<file path="config.mk">
export PLATFORM = sky130hd
export DESIGN_NAME = fa_bist
export DESIGN_NICKNAME = d
export VERILOG_FILES = /design/src/rtl/fa_bist_pkg.sv /design/src/rtl/fa_bist_ref.sv /design/src/rtl/fa_bist.sv
export SDC_FILE = /design/constraint.sdc
export NUM_CORES = 1
export LEC_CHECK = 0
export BUFFER_PORTS_ARGS = -buffer_cell sky130_fd_sc_hd__buf_2
export CAP_MARGIN = 20
export CORE_MARGIN = 2
export CORE_UTILIZATION = 35
export CTS_CLUSTER_SIZE = 40
export DETAILED_ROUTE_END_ITERATION = 12
export GPL_TIMING_DRIVEN = 0
export PLACE_DENSITY_LB_ADDON = 0.1
export SLEW_MARGIN = 10
export SYNTH_ARGS = -nofsm -noshare
export SYNTH_HDL_FRONTEND = slang
export SYNTH_HIERARCHICAL = 1
export SYNTH_SLANG_ARGS = --single-unit
</file>
<file path="constraint.sdc">
create_clock -name clk -period 2.6 [get_ports clk]
set_input_delay 0 -clock clk [delete_from_list [all_inputs] [get_ports clk]]
set_output_delay 0 -clock clk [all_outputs]
set_load 0.05 [all_outputs]
</file>
<file path="src/rtl/fa_bist_pkg.sv">
// Shared definitions for the full-adder built-in self-test controller:
// FSM state encoding and sizing constants.
package fa_bist_pkg;

  typedef enum logic [1:0] {
    IDLE = 2'd0,
    RUN  = 2'd1,
    DONE = 2'd2
  } state_e;

  localparam int unsigned NVEC  = 8;
  localparam int unsigned VEC_W = 3;
  localparam int unsigned CNT_W = 4;

endpackage

</file>
<file path="src/rtl/fa_bist_ref.sv">
// Golden 1-bit full adder used as the expected-value source for the self-test.
module fa_ref (
  input  logic a,
  input  logic b,
  input  logic cin,
  output logic s,
  output logic cout
);

  assign {cout, s} = {1'b0, a} + {1'b0, b} + {1'b0, cin};

endmodule

</file>
<file path="src/rtl/fa_bist.sv">
// Exhaustive self-test controller for a 1-bit full adder: walks the eight
// {A,B,Cin} vectors, samples S/Cout after a settle time and records errors.
module fa_bist
  import fa_bist_pkg::*;
#(
  parameter int unsigned SETTLE = 2
) (
  input  logic             clk,
  input  logic             rstn,
  input  logic             start,
  output logic             a,
  output logic             b,
  output logic             cin,
  input  logic             s,
  input  logic             cout,
  output logic             busy,
  output logic             done,
  output logic             pass,
  output logic [3:0]       err_cnt,
  output logic [VEC_W-1:0] fail_vec,
  output logic [1:0]       dbg_state
);

  localparam logic [CNT_W-1:0] SETTLE_C = CNT_W'(SETTLE);
  localparam logic [VEC_W-1:0] LAST_VEC = VEC_W'(NVEC - 1);

  state_e             state_q, state_d;
  logic [VEC_W-1:0]   vec_q, vec_d;
  logic [CNT_W-1:0]   cnt_q, cnt_d;
  logic               busy_q, busy_d;
  logic               done_q, done_d;
  logic               pass_q, pass_d;
  logic [3:0]         err_cnt_q, err_cnt_d;
  logic [VEC_W-1:0]   fail_vec_q, fail_vec_d;
  logic               first_q, first_d;

  logic               ref_s;
  logic               ref_cout;
  logic               mismatch;

  fa_ref u_ref (
    .a    (vec_q[2]),
    .b    (vec_q[1]),
    .cin  (vec_q[0]),
    .s    (ref_s),
    .cout (ref_cout)
  );

  assign mismatch = ({cout, s} != {ref_cout, ref_s});

  // In RUN the counter runs SETTLE..1; the edge at 1 is the check edge.
  // Counter value 0 is one extra edge after each check, where the next
  // vector is driven, so every vector occupies SETTLE+1 edges.
  always_comb begin
    state_d    = state_q;
    vec_d      = vec_q;
    cnt_d      = cnt_q;
    busy_d     = busy_q;
    done_d     = done_q;
    pass_d     = pass_q;
    err_cnt_d  = err_cnt_q;
    fail_vec_d = fail_vec_q;
    first_d    = first_q;
    case (state_q)
      IDLE, DONE: begin
        if (start) begin
          state_d    = RUN;
          vec_d      = '0;
          cnt_d      = SETTLE_C;
          busy_d     = 1'b1;
          done_d     = 1'b0;
          pass_d     = 1'b0;
          err_cnt_d  = '0;
          fail_vec_d = '0;
          first_d    = 1'b0;
        end
      end
      RUN: begin
        if (cnt_q > CNT_W'(1)) begin
          cnt_d = cnt_q - CNT_W'(1);
        end else if (cnt_q == CNT_W'(1)) begin
          if (mismatch) begin
            err_cnt_d = err_cnt_q + 4'd1;
            if (!first_q) begin
              fail_vec_d = vec_q;
              first_d    = 1'b1;
            end
          end
          if (vec_q == LAST_VEC) begin
            state_d = DONE;
            busy_d  = 1'b0;
            done_d  = 1'b1;
            pass_d  = (err_cnt_d == 4'd0);
          end else begin
            cnt_d = '0;
          end
        end else begin
          vec_d = vec_q + VEC_W'(1);
          cnt_d = SETTLE_C;
        end
      end
      default: state_d = IDLE;
    endcase
  end

  always_ff @(posedge clk or negedge rstn) begin
    if (!rstn) begin
      state_q    <= IDLE;
      vec_q      <= '0;
      cnt_q      <= '0;
      busy_q     <= 1'b0;
      done_q     <= 1'b0;
      pass_q     <= 1'b0;
      err_cnt_q  <= '0;
      fail_vec_q <= '0;
      first_q    <= 1'b0;
    end else begin
      state_q    <= state_d;
      vec_q      <= vec_d;
      cnt_q      <= cnt_d;
      busy_q     <= busy_d;
      done_q     <= done_d;
      pass_q     <= pass_d;
      err_cnt_q  <= err_cnt_d;
      fail_vec_q <= fail_vec_d;
      first_q    <= first_d;
    end
  end

  assign a         = vec_q[2];
  assign b         = vec_q[1];
  assign cin       = vec_q[0];
  assign busy      = busy_q;
  assign done      = done_q;
  assign pass      = pass_q;
  assign err_cnt   = err_cnt_q;
  assign fail_vec  = fail_vec_q;
  assign dbg_state = state_q;

endmodule
</file>
Word-level counts from Yosys, hierarchy flattened

Cells that the tools add are included.

Input bits: 5
Output and inout bits: 15
Register bits after elaboration: 20
Word-level logic and storage cells: 84

Equal/unequal tests: 13
Reduce and logical (&&, ||, !) cells: 11
Add/subtract/negate cells: 5
$lt $le $gt $ge: 1
Mux-type cells: 45

Operator list:

| operator                                                                        | number |
|---|---|
| 4-bit 2-to-1 mux                                                                | 11 |
| 3-bit 2-to-1 mux                                                                | 7 |
| 4-bit case mux with 2 select lines                                              | 2 |
| 1-bit 2-to-1 mux                                                                | 14 |
| 2-bit inequality test, second input constant                                    | 7 |
| 3-bit case mux with 2 select lines                                              | 2 |
| 4-bit AND reduction                                                             | 3 |
| 5-bit AND reduction                                                             | 2 |
| 2-bit 2-to-1 mux                                                                | 4 |
| 1-bit case mux with 2 select lines                                              | 4 |
| 6-bit AND reduction                                                             | 1 |
| 4-bit by 1-bit adder with 4-bit output, second input constant                   | 1 |
| 4-bit by 1-bit == test with 1-bit output, second input constant                 | 1 |
| 4-bit by 1-bit greater-than comparator with 1-bit output, second input constant | 1 |
| 4-bit logical NOT                                                               | 1 |
| 4-bit inequality test, second input constant                                    | 1 |
| 2-bit case mux with 2 select lines                                              | 1 |
| 4-bit by 1-bit subtractor with 4-bit output, second input constant              | 1 |
| 3-bit by 1-bit adder with 3-bit output, second input constant                   | 1 |
| 3-bit == test, second input constant                                            | 1 |
| 3-bit AND reduction                                                             | 1 |
| 1-bit by 1-bit adder with 2-bit output                                          | 1 |
| 2-bit by 1-bit adder with 2-bit output                                          | 1 |
| 2-bit by 1-bit == test with 1-bit output, second input constant                 | 1 |
| 5 further kinds                                                                 | 5 |

Depth between registers and ports, before layout

Gate-level depths: netlist of run 1.

Depth after elaboration: 12
Mapped depth: 6
Mapped depth without buffers: 6

Cells and area by module

The synthesis of run 1 kept the hierarchy.

By module, submodules not included:

| module  | cells each | instances | seq. area each (um2) | area each (um2) |
|---|---|---|---|---|
| fa_bist | 101        | 1         | 500.5                | 1077.3 |
| fa_ref  | 1          | 1         | 0.0                  | 20.0 |

Worst setup path after synthesis of run 1

Ideal clock, no wire load.

Path kind: reg-to-reg
From: reg vec_q[1]
To: reg pass_q, in the netlist pass
Slack: 452 ps
Required time: 2478 ps
Clock period less this slack: 2148 ps
Buffers on the path: 0
Setup time: 122 ps
Data arrival time: 2026 ps
Stages on the path, launching flop included: 6
Path through: dfrtp_1 fa_1 xor2_1 o21ai_1 mux2i_1 a32o_1

Cells in the longest elaborated chain, start to end: 12
Elaborated cells on any way between the ends: 15
Those cells by class: add/sub (2); eq/ne (3); mux (8); reduce/logical (2)

Ends and longest elaborated chain:

| element                                | RTL line          | source |
|---|---|---|
| start, declared                        | fa_bist.sv:28     | `logic [VEC_W-1:0] vec_q, vec_d;` |
| start signal, assigned                 | fa_bist.sv:119    | `vec_q <= vec_d;` |
| 1-bit by 1-bit adder with 2-bit output | fa_bist_ref.sv:10 | `assign {cout, s} = {1'b0, a} + {1'b0, b} + {1'b0, cin};` |
| 2-bit by 1-bit adder with 2-bit output | fa_bist_ref.sv:10 |  |
| net ref_s                              | fa_bist.sv:37     | `logic ref_s;` |
| 2-bit inequality test                  | fa_bist.sv:49     | `assign mismatch = ({cout, s} != {ref_cout, ref_s});` |
| 4-bit 2-to-1 mux                       | fa_bist.sv:82     | `if (mismatch) begin` |
| 4-bit 2-to-1 mux                       | fa_bist.sv:81     | `end else if (cnt_q == CNT_W'(1)) begin` |
| 4-bit 2-to-1 mux                       | fa_bist.sv:79     | `if (cnt_q > CNT_W'(1)) begin` |
| 4-bit 2-to-1 mux                       | fa_bist.sv:64     | `case (state_q)` |
| 4-bit logical NOT                      | fa_bist.sv:93     | `pass_d = (err_cnt_d == 4'd0);` |
| 1-bit 2-to-1 mux                       | fa_bist.sv:89     | `if (vec_q == LAST_VEC) begin` |
| 1-bit 2-to-1 mux                       | fa_bist.sv:81     |  |
| 1-bit 2-to-1 mux                       | fa_bist.sv:79     |  |
| 1-bit case mux with 2 select lines     | fa_bist.sv:64     |  |
| end signal, assigned                   | fa_bist.sv:123    | `pass_q <= pass_d;` |
| end, declared                          | fa_bist.sv:32     | `logic pass_q, pass_d;` |

The timed path passes the listed nets, and every way through them passes these cells. The select of a mux whose other input is x is not followed.
A chain may end at the register's enable or synchronous reset.

Worst setup path after layout of run 1

From: reg vec_q[2]
To: reg pass_q, in the netlist pass

The elaborated chain is that of the path after synthesis.

==> key figures, run 1 <==
Run status
  • Status: completed

Pwr
  • Clock share of power: 8.0%
  • Net switching power: between 0.9 and 1 mW
  • Logic pwr share: 60.6%
  • Worst vdd ir: 0.000571 V
  • Pint: ~0.88 mW
  • Sw frac: 51.2%
  • Pwr dens: 1390 nW/um^2
  • Flop pwr share: 31.5%
  • Leak: around 0.63 nW

Route
  • Initial DRT Pass Iterations: 4
  • DR vias/cell: roughly 5.0
  • DRT iter0 DRCs: 37
  • Drt wl/cell: approximately 13 um
  • Routed wire length: 2140 um
  • Remaining DRCs: 0
  • Routed Antenna Nets: 0
  • Via Count: 844

Critical path
  • CP Cell Sequence: fa_1 > xor2_1 > o21ai_1 > mux2i_1 > a32o_1
  • Maximum fanout along the worst path: 6
  • CP startpoint: vec_q[2]
  • Delay-heaviest family, CP: adder cells
  • Critical Path Start Type: flip-flop
  • Crit path depth: 5
  • Critical path arrival: 2300 ps
  • R2R Setup Slk: approximately 490 ps
  • Setup CP Type: flip-flop to flip-flop
  • Buf+Inv Stages, Crit Path: 0
  • Depth of the most critical reg-to-reg path: 5
  • Crit. End Element: flip-flop
  • Slowest cell on the critical path: fa_1
  • RR Startpoint: vec_q[2]
  • Max incr delay on CP: 560 ps
  • CP endpoint: pass
  • CP required: about 2800 ps
  • RR Endpoint: pass

Floorplanning
  • Rows: 20
  • I/O pins: 20
  • Core ar.: between 3000 and 4000 um^2
  • Die area: 3600 um^2
  • Die X: 60.0 um
  • Die Ht: 60.0 um
  • Starting Density: between 30% and 40%

Global routing
  • Antenna violations before repair: 0
  • First-pass GRT wire length: about 3500 um
  • Vias in the first global route: 768
  • Largest net degree at the start of global routing: 21
  • Tot GR Track Use: 13.3%
  • GRT Residual Overflow: 0

Synthesis
  • Syn avg cell area: 10.8 um^2
  • Top cell type's share of synthesized area: a little under half
  • Ys flop type: dfrtp_1
  • Synth Register Bits: 20
  • Synth top area cells: dfrtp_1 46%, ha_1 5.7%, a22o_1 4.8%
  • Distinct cells, synth: just over 40
  • YS warnings: 6
  • Synth Cell Area: around 1100 um^2
  • Syn Inst Count: roughly 100
  • Post-synth top area cell: dfrtp_1
  • Syn Nets: 113
  • Register area share after synthesis: 45.6%
  • Post-synth ARST share: 100%
  • Post-synth EDFFs: 0

Clock tree
  • Clk buf depth: 2
  • Postcts setup bufs: 0
  • Clock sinks: 20
  • Reg clk slew, reported paths: 110 ps
  • CTS H-tree lvls: 1
  • CTS tree: built
  • Root Driver: clkbuf_4
  • Worst-Skew Late Latency: ~290 ps
  • Post-CTS Resized: 0
  • CTS buffer count: 3
  • Cts hold-fix bufs: 2

STA
  • Slew Limit Fails: 0
  • Max Clk Rate: between 400 and 500 MHz
  • Final-report setup violation count: 0
  • Tcrit/Tclk final: 81.0%
  • TNS Setup: 0 ps
  • Worst Max-Slew Pin Slew: 460 ps
  • Fin crit period: 2110 ps
  • RSZ-0062 raised after global routing: no
  • Final Hold Vio Count: 0
  • Clk_skew: 3.54 ps
  • Worst slew margin: 69.3%

Layout
  • # diodes: 0
  • Nets: 139
  • Area Growth Syn to Fin: 17.6%
  • Non-Filler Instances: 170
  • Share of layout cells above drive strength 1: around 28%

Placed design
  • Post-DP HPWL: 1610 um
  • Routability congestion estimate: 0.756
  • DP Cell Count: 165
  • Count of input and output buffers: 19

Run
  • MaxCap Viol Count: 0

Hold path
  • Hold/Removal Path Class: input port to asynchronous set/reset pin
[layout by cell type, fill, tap and decap left out, types with 2 or more instances in the layout]
cell           Yosys  routed
o21ai_1            4       4
o21ai_0            3       3
buf_2              0      19
clkbuf_4           0       3
dfrtp_1           20      20
o22ai_1            2       2
nand2_1            6       6
nand3b_1           2       2
dlygate4sd3_1      0       2
ha_1               5       5
inv_1              7       7
xor2_1             2       2
mux2_2             2       2
a22o_1             6       6
a21oi_1            4       4
a21o_1             4       4
nor2_1             8       8
[cells in the mapped netlist, types with 2 or more instances]
cell type	n
nand2_1	6
inv_1	7
o22ai_1	2
mux2_2	2
ha_1	5
nand3b_1	2
a21oi_1	4
o21ai_0	3
xor2_1	2
a22o_1	6
o21ai_1	4
dfrtp_1	20
nor2_1	8
a21o_1	4
[power groups by stage]
stage	sequential, mW	clock, mW	combinational [mW]
after floorplan	0.851	0	0.575
after global placement	0.570	0	1.08
after detailed placement	0.572	0	1.10
after CTS	0.566	0.153	1.10
after global routing	0.586	0.165	1.20
final	0.566	0.143	1.09
[through the flow]
stage | cell area, um^2 | total power, mW | utilization, % | hold WS, ps | setup slack [ps]
2_1_floorplan | 1100 | 1.43 | - | -296 | 452
6_report | 1290 | 1.80 | 42.6 | 175 | 493
3_3_place_gp | 1250 | 1.65 | 41.2 | -20.9 | 522
5_1_grt | 1290 | 1.95 | 42.6 | 208 | 348
4_1_cts | 1290 | 1.82 | 42.6 | 184 | 489
3_5_place_dp | 1250 | 1.67 | 41.2 | -15.6 | 492
[layer usage]
layer	part of all wire [%]	GRT usage, %	vias up
met1	50	18.4	409
met4	0.79	5.71	0
li1	-	-	424
met5	0	0	-
met2	47	20.2	9
met3	2.4	2.60	2
[logic make-up after synthesis]
family / share of synthesized area, %
XOR/XNOR: 1.60
AO/OA/AOI/OAI: 23.9
multiplexers: 2.96
AND/OR/NAND/NOR: 15.3
adder cells (fa/ha/maj): 7.53
buffers and inverters: 3.08
flip-flops: 45.6
[registers in the layout, summed over array words and instances (netlist names)]
signal	flops
pass	1
cnt_q	4
busy	1
done	1
vec_q	3
dbg_state	2
err_cnt	4
first_q	1
fail_vec	3
[worst min path at each step]
stage | end | startpoint | slack, ps
after floorplan | busy | rstn | -300
after global placement | busy | rstn | -20
after detailed placement | busy | rstn | -20
after CTS | busy | rstn | 180
after global routing | done | rstn | 210
final | busy | rstn | 170
[worst reg2reg max path: stages (launching register included)]
cell	delay [ps]
dfrtp_1	450
fa_1	560
xor2_1	380
o21ai_1	190
mux2i_1	160
a32o_1	260
[final cells by class]
type	instances	area (um^2)
fillers	300	1740
plain buffers	1	7.51
clock buffers	3	22.5
inverters	7	26.3
flip-flops and latches	20	500
multi-input cells	74	563
repair buffers	21	115
well taps	44	55.1
No activity file was read; power rests on OpenSTA's default activity.
==> run 2, diff against run 1 <==
ABC_AREA = 1   (was not set)
clock period = 2.1 ns   (was 2.6 ns; I/O delays follow)
==> run 2 against run 1 <==
Net effect:
- die area increased by 9.6%
- critical endpoint unchanged
- worst hold slack got worse by 140 ps
- global-route usage increased by 0.75 points
- largest power group unchanged
- cell count increased by 29%
- maximum frequency increased by 11%
- final area increased by 9.2%
- non-clock buffer count decreased by 2
- sequential share of layout area decreased by 3.3 points
- largest cell class unchanged
==> key figures, run 2 <==
Run status
  • Status: completed (unchanged)

Layout
  • Commonest cells after routing, fill and taps aside: 47 x nand2_1, 20 x dfrtp_1, 19 x buf_2 (was 20 x dfrtp_1, 19 x buf_2, 8 x nor2_1)
  • Share of layout cells above drive strength 1: 27.7% (was 27.8%)
  • Sequential cell area: 500 um^2 (unchanged)
  • # diodes: 0 (unchanged)
  • Final design area excluding fillers: 1410 um^2 (was 1290 um^2)
  • Most common cell after layout, fill and taps aside: nand2_1 (was dfrtp_1)
  • Filler Cell Count: 369 (was 300)
  • Multi-input logic area: 636 um^2 (was 563 um^2)
  • Nets: 185 (was 139)
  • Area Growth Syn to Fin: 16.4% (was 17.6%)

Synthesis
  • Syn Inst Count: 149 (was 102)
  • Syn avg cell area: 8.12 um^2 (was 10.8 um^2)
  • Syn Nets: 160 (was 113)
  • Register area share after synthesis: 41.4% (was 45.6%)
  • Post-synth top area cell: dfrtp_1 (unchanged)
  • Ys flop type: dfrtp_1 (unchanged)
  • Synth Register Bits: 20 (unchanged)
  • Post-synth ARST share: 100% (unchanged)
  • Commonest cells in the netlist: 47 x nand2_1, 20 x dfrtp_1, 14 x o21ai_1 (was 20 x dfrtp_1, 8 x nor2_1, 7 x inv_1)
  • Synth top area cells: dfrtp_1 41%, nand2_1 15%, o21ai_1 5.8% (was dfrtp_1 46%, ha_1 5.7%, a22o_1 4.8%)
  • YS warnings: 6 (unchanged)
  • Synth Cell Area: 1210 um^2 (was 1100 um^2)
  • Top-count cell post-synth: nand2_1 (was dfrtp_1)
  • Distinct cells, synth: 24 (was 41)
  • Top cell type's share of synthesized area: 41.4% (was 45.6%)
  • Post-synth EDFFs: 0 (unchanged)

Floorplanning
  • Die Ht: 62.8 um (was 60.0 um)
  • Core ar.: 3340 um^2 (was 3030 um^2)
  • Die X: 62.8 um (was 60.0 um)
  • Starting Density: 36.3% (was 36.2%)
  • I/O pins: 20 (unchanged)
  • Die area: 3940 um^2 (was 3600 um^2)
  • Rows: 21 (was 20)

Route
  • Via Count: 1,043 (was 844)
  • Routed wire length: 2410 um (was 2140 um)
  • DRT iter0 DRCs: 20 (was 37)
  • Drt wl/cell: 11.0 um (was 12.6 um)
  • Initial DRT Pass Iterations: 4 (unchanged)
  • Remaining DRCs: 0 (unchanged)
  • DR vias/cell: 4.76 (was 4.96)
  • Routed Antenna Nets: 0 (unchanged)

Pwr
  • Leak: 0.794 nW (was 0.628 nW)
  • Net switching power: 1.38 mW (was 0.920 mW)
  • Flop pwr share: 28.4% (was 31.5%)
  • Sw frac: 55.6% (was 51.2%)
  • Logic pwr share: 62.6% (was 60.6%)
  • Pwr dens: 1770 nW/um^2 (was 1390 nW/um^2)
  • Clock share of power: 9.0% (was 8.0%)
  • Pint: 1.11 mW (was 0.877 mW)
  • Worst vdd ir: 0.000670 V (was 0.000571 V)

STA
  • Final-report setup violation count: 0 (unchanged)
  • Fin crit period: 1900 ps (was 2110 ps)
  • TNS Setup: 0 ps (unchanged)
  • Slew Limit Fails: 0 (unchanged)
  • RSZ-0062 raised after global routing: no (unchanged)
  • Worst Max-Slew Pin Slew: 451 ps (was 460 ps)
  • Tcrit/Tclk final: 90.7% (was 81.0%)
  • Max Clk Rate: 525 MHz (was 475 MHz)
  • Worst slew margin: 69.9% (was 69.3%)
  • Final Hold Vio Count: 0 (unchanged)
  • Fin worst setup slack: 195 ps (was 493 ps)
  • Clk_skew: 3.62 ps (was 3.54 ps)

Placed design
  • DP Area: 1360 um^2 (was 1250 um^2)
  • Routability congestion estimate: 0.844 (was 0.756)
  • Post-DP HPWL: 1890 um (was 1610 um)
  • Count of input and output buffers: 19 (unchanged)
  • Pre-CTS setup slack: 210 ps (was 492 ps)

Global routing
  • GR Layer Usage met1: 19.1% (was 18.4%)
  • First-pass GRT wire length: 4410 um (was 3540 um)
  • Antenna violations before repair: 0 (unchanged)
  • GRT Residual Overflow: 0 (unchanged)
  • Routing usage on met3: 2.16% (was 2.60%)
  • Tot GR Track Use: 14.1% (was 13.3%)
  • Vias in the first global route: 984 (was 768)
  • Largest net degree at the start of global routing: 21 (unchanged)
  • Met2 Use GR: 22.3% (was 20.2%)
  • GRT Max-Usage Layer: met2 (unchanged)

Clock tree
  • CTS buffer count: 3 (unchanged)
  • Worst-Skew Late Latency: 300 ps (was 290 ps)
  • Postcts setup bufs: 0 (unchanged)
  • Cts hold-fix bufs: 1 (was 2)
  • CTS H-tree lvls: 1 (unchanged)
  • Reg clk slew, reported paths: 110 ps (about the same)
  • Clock sinks: 20 (unchanged)
  • Root Driver: clkbuf_4 (unchanged)
  • Post-CTS Resized: 0 (unchanged)
  • Clk buf depth: 2 (unchanged)
  • CTS tree: built (unchanged)

Hold path
  • Hold/Removal Path Class: input port to flip-flop (was input port to asynchronous set/reset pin)

Run
  • MaxCap Viol Count: 0 (unchanged)

Critical path
  • Setup CP Type: flip-flop to flip-flop (unchanged)
  • Critical path arrival: 2110 ps (was 2300 ps)
  • Maximum fanout along the worst path: 8 (was 6)
  • Max incr delay on CP: 580 ps (was 560 ps)
  • Crit. End Element: flip-flop (unchanged)
  • Buf+Inv Stages, Crit Path: 1 (was 0)
  • Delay-heaviest family, CP: simple AND/OR/NAND/NOR gates (was adder cells)
  • Critical Path Start Type: flip-flop (unchanged)
  • Slowest cell on the critical path: fa_1 (unchanged)
  • CP dominant cell by count: nand2_1
  • CP required: 2310 ps (was 2790 ps)
  • CP Cell Sequence: fa_1 > inv_1 > nand2_1 > nand2_1 > nand2_2 > nand2_1 > nand3_2 > nor2_2 > nand2_1 > nand2_1 (was fa_1 > xor2_1 > o21ai_1 > mux2i_1 > a32o_1)
run 2: final cells by class:
class / instances / share of cell area (%)
inverter: 19 / 5.24
sequential: 20 / 35.5
timing repair buffer: 20 / 7.46
multi-input combinational: 110 / 45.1
tap: 46 / 4.09
clock buffer: 4 / 2.58
run 2: metrics by stage:
step | total power [mW] | hold WS (ps) | util, % | instances
2_1_floorplan | 1.95 | -296 | - | 149
4_1_cts | 2.53 | 19.4 | 42.2 | 219
6_report | 2.49 | 32.6 | 42.2 | 219
3_5_place_dp | 2.29 | -11.9 | 40.8 | 214
5_1_grt | 2.74 | 73.0 | 42.2 | 219
3_3_place_gp | 2.27 | -10.4 | 40.8 | 214
run 2: worst paths after layout:
check	start	endpoint	slack, ps	cells after the start
max in group asynchronous	rstn	err_cnt[0]	1630	2
min in group asynchronous	rstn	cnt_q[2]	170	2
setup / recovery	vec_q[2]	pass	200	10
hold reg to reg	fail_vec[2]	fail_vec[2]	470	2
hold / removal	start	dbg_state[1]	30	4
setup reg to reg	vec_q[2]	pass	200	10
run 2: worst min-delay path, cell delays in order:
cell and delay [ps]:
buf_2 80, nor2_1 50, o21ai_1 140, nand2_1 50
run 2: power groups by stage:
stage | Clock (mW) | Sequential, mW | Combinational, mW
after floorplan | 0 | 1.06 | 0.891
after global placement | 0 | 0.711 | 1.56
after detailed placement | 0 | 0.718 | 1.57
after CTS | 0.238 | 0.710 | 1.58
after global routing | 0.252 | 0.738 | 1.75
final | 0.224 | 0.707 | 1.56
run 2: cell families after synthesis:
group	after synthesis	share of synthesized area [%]
buffers and inverters	19	6.10
adder cells (fa/ha/maj)	6	6.83
AND/OR/NAND/NOR	85	36.0
flip-flops	20	41.4
AO/OA/AOI/OAI	17	8.27
XOR/XNOR	2	1.45
run 2: per-layer routing:
| metal | share of wire (%) | vias up |
|---|---|---|
| li1 | - | 522 |
| met1 | 49 | 503 |
| met2 | 46 | 13 |
| met3 | 2.7 | 5 |
| met4 | 2.0 | 0 |
| met5 | 0 | - |
==> run 3, diff against run 2 <==
BUFFER_PORTS_ARGS = not set   (was -buffer_cell sky130_fd_sc_hd__buf_2)
CTS_BUF_LIST = sky130_fd_sc_hd__clkbuf_8   (was not set)
DONT_BUFFER_PORTS = 1   (was not set)
SETUP_SLACK_MARGIN = 0.2   (was not set)
==> run 3 against run 2 <==
Net effect:
- via count is 10% lower
- die area stayed put
- non-clock buffer count decreased by 18
- wire length is 0.96% higher
- critical path depth unchanged
- largest cell class unchanged
- highest routed layer unchanged
==> key figures, run 3 (synthesis results as in run 2) <==
Run status
  • Status: completed (unchanged)

Hold path
  • Hold/Removal Path Class: input port to flip-flop (unchanged)
  • Hold Path Stages: 3 (was 4)
  • HP Start: start (unchanged)
  • WHS Endpoint: dbg_state[1] (unchanged)

Critical path
  • Critical Path Start Type: flip-flop (unchanged)
  • Maximum fanout along the worst path: 8 (unchanged)
  • R2R Setup Slk: 240 ps (was 200 ps)
  • RR Endpoint: pass (unchanged)
  • RR Startpoint: vec_q[1] (was vec_q[2])
  • CP Cell Sequence: fa_1 > inv_1 > nand2_2 > nand2_4 > nand2_8 > nand2_1 > nand2_1 > nor2_1 > nand2_1 > nand2_1 (was fa_1 > inv_1 > nand2_1 > nand2_1 > nand2_2 > nand2_1 > nand3_2 > nor2_2 > nand2_1 > nand2_1)
  • Delay-heaviest family, CP: adder cells (was simple AND/OR/NAND/NOR gates)
  • Crit. End Element: flip-flop (unchanged)
  • CP dominant cell by count: nand2_1 (unchanged)
  • Critical path arrival: 2020 ps (was 2110 ps)
  • CP required: 2250 ps (was 2310 ps)
  • CP startpoint: vec_q[1] (was vec_q[2])
  • Buf+Inv Stages, Crit Path: 1 (unchanged)
  • Setup CP Type: flip-flop to flip-flop (unchanged)
  • Max incr delay on CP: 600 ps (was 580 ps)
  • Depth of the most critical reg-to-reg path: 10 (unchanged)
  • Slowest cell on the critical path: fa_1 (unchanged)

Clock tree
  • CTS buffer count: 3 (unchanged)
  • CTS tree: built (unchanged)
  • Clock sinks: 20 (unchanged)
  • Root Driver: clkbuf_8 (was clkbuf_4)
  • Clk buf depth: 2 (unchanged)
  • Reg clk slew, reported paths: 80 ps (was 110 ps)
  • Worst-Skew Late Latency: 260 ps (was 300 ps)
  • CTS H-tree lvls: 1 (unchanged)

Placed design
  • Post-DP HPWL: 1850 um (was 1890 um)
  • Count of input and output buffers: 0 (was 19)
  • Routability congestion estimate: 0.778 (was 0.844)

Global routing
  • First-pass GRT wire length: 4350 um (was 4410 um)
  • Tot GR Track Use: 14.0% (was 14.1%)
  • Antenna violations before repair: 0 (unchanged)
  • Largest net degree at the start of global routing: 21 (unchanged)
  • Vias in the first global route: 902 (was 984)
  • GRT Residual Overflow: 0 (unchanged)

Route
  • Remaining DRCs: 0 (unchanged)
  • Drt wl/cell: 12.1 um (was 11.0 um)
  • Routed Antenna Nets: 0 (unchanged)
  • DRT iter0 DRCs: 31 (was 20)
  • Routed wire length: 2430 um (was 2410 um)
  • Via Count: 935 (was 1,043)
  • Initial DRT Pass Iterations: 4 (unchanged)
  • DR vias/cell: 4.65 (was 4.76)

Layout
  • Nets: 167 (was 185)
  • # diodes: 0 (unchanged)
  • Area Growth Syn to Fin: 13.5% (was 16.4%)
  • Commonest cells after routing, fill and taps aside: 44 x nand2_1, 17 x dfrtp_1, 13 x inv_1, 13 x o21ai_1 (was 47 x nand2_1, 20 x dfrtp_1, 19 x buf_2)
  • Most common cell after layout, fill and taps aside: nand2_1 (unchanged)
  • Share of layout cells above drive strength 1: 23.9% (was 27.7%)

Floorplanning
  • I/O pins: 20 (unchanged)
  • Starting Density: 36.3% (unchanged)
  • Core ar.: 3340 um^2 (unchanged)
  • Die Ht: 62.8 um (unchanged)
  • Die area: 3940 um^2 (unchanged)
  • Die X: 62.8 um (unchanged)
  • Rows: 21 (unchanged)

Run
  • MaxCap Viol Count: 0 (unchanged)

STA
  • Max Clk Rate: 537 MHz (was 525 MHz)
  • Worst slew margin: 37.9% (was 69.9%)
  • Tcrit/Tclk final: 88.7% (was 90.7%)
  • Worst Max-Slew Pin Slew: 928 ps (was 451 ps)
  • RSZ-0062 raised after global routing: yes (was no)
  • Slew Limit Fails: 0 (unchanged)
  • Clk_skew: 3.03 ps (was 3.62 ps)
  • Final Hold Vio Count: 0 (unchanged)
  • TNS Setup: 0 ps (unchanged)
  • Fin crit period: 1860 ps (was 1900 ps)
  • Final-report setup violation count: 0 (unchanged)
-- run 3: layer usage --
metal	vias to the layer above	global-route usage [%]	wire, um	part of all wire [%]
li1	481	-	-	-
met1	438	19.2	1180	48
met2	12	21.2	1130	46
met3	4	3.24	84	3.5
met4	0	5.83	38	1.6
met5	-	0	0	0
-- run 3: tightest hold or removal path: stages --
cell     delay (ps)
nor2_1           40
o21ai_1         150
nand2_1          60
-- run 3: layout make-up --
type / count / area, um^2
repair buffers: 2 / 17.5
multi-input cells: 110 / 666
clock buffers: 4 / 55.1
well taps: 46 / 57.6
fillers: 353 / 1960
flip-flops and latches: 20 / 504
inverters: 19 / 73.8
-- run 3: how the worst max path moves through the flow --
| stage | end | depth (start not counted) |
|---|---|---|
| final | pass | 10 |
| after global routing | fail_vec[2] | 9 |
| after CTS | pass | 10 |
| after detailed placement | pass | 10 |
| after global placement | pass | 10 |
| after floorplan | fail_vec[0] | 8 |
-- run 3: per-stage QoR --
| stage | cell area [um^2] | worst slack, ps | hold WS, ps | instances | utilization (%) |
|---|---|---|---|---|---|
| detailed placement | 1270 | 89.5 | -295 | 195 | 38.1 |
| floorplan | 1210 | 294 | -296 | 149 | - |
| finish | 1370 | 238 | 19.4 | 201 | 41.2 |
| global route | 1370 | 125 | 16.3 | 201 | 41.2 |
| CTS | 1350 | 213 | 10.7 | 200 | 40.5 |
| global placement | 1270 | 110 | -295 | 195 | 38.1 |
-- run 3: what timing repair did --
action | in CTS | in global routing
endpoints found under the hold margin | 20 | 0
gates resized for setup | 4 | 3
pin swaps | 1 | 9
setup buffers | 0 | 1
endpoints found under the setup margin | 9 | 7
hold buffers | 1 | 0
Power of run 3 is left out: the tool's default activity adds up to more than one toggle a clock period on the data nets, which glitch-free logic cannot reach.
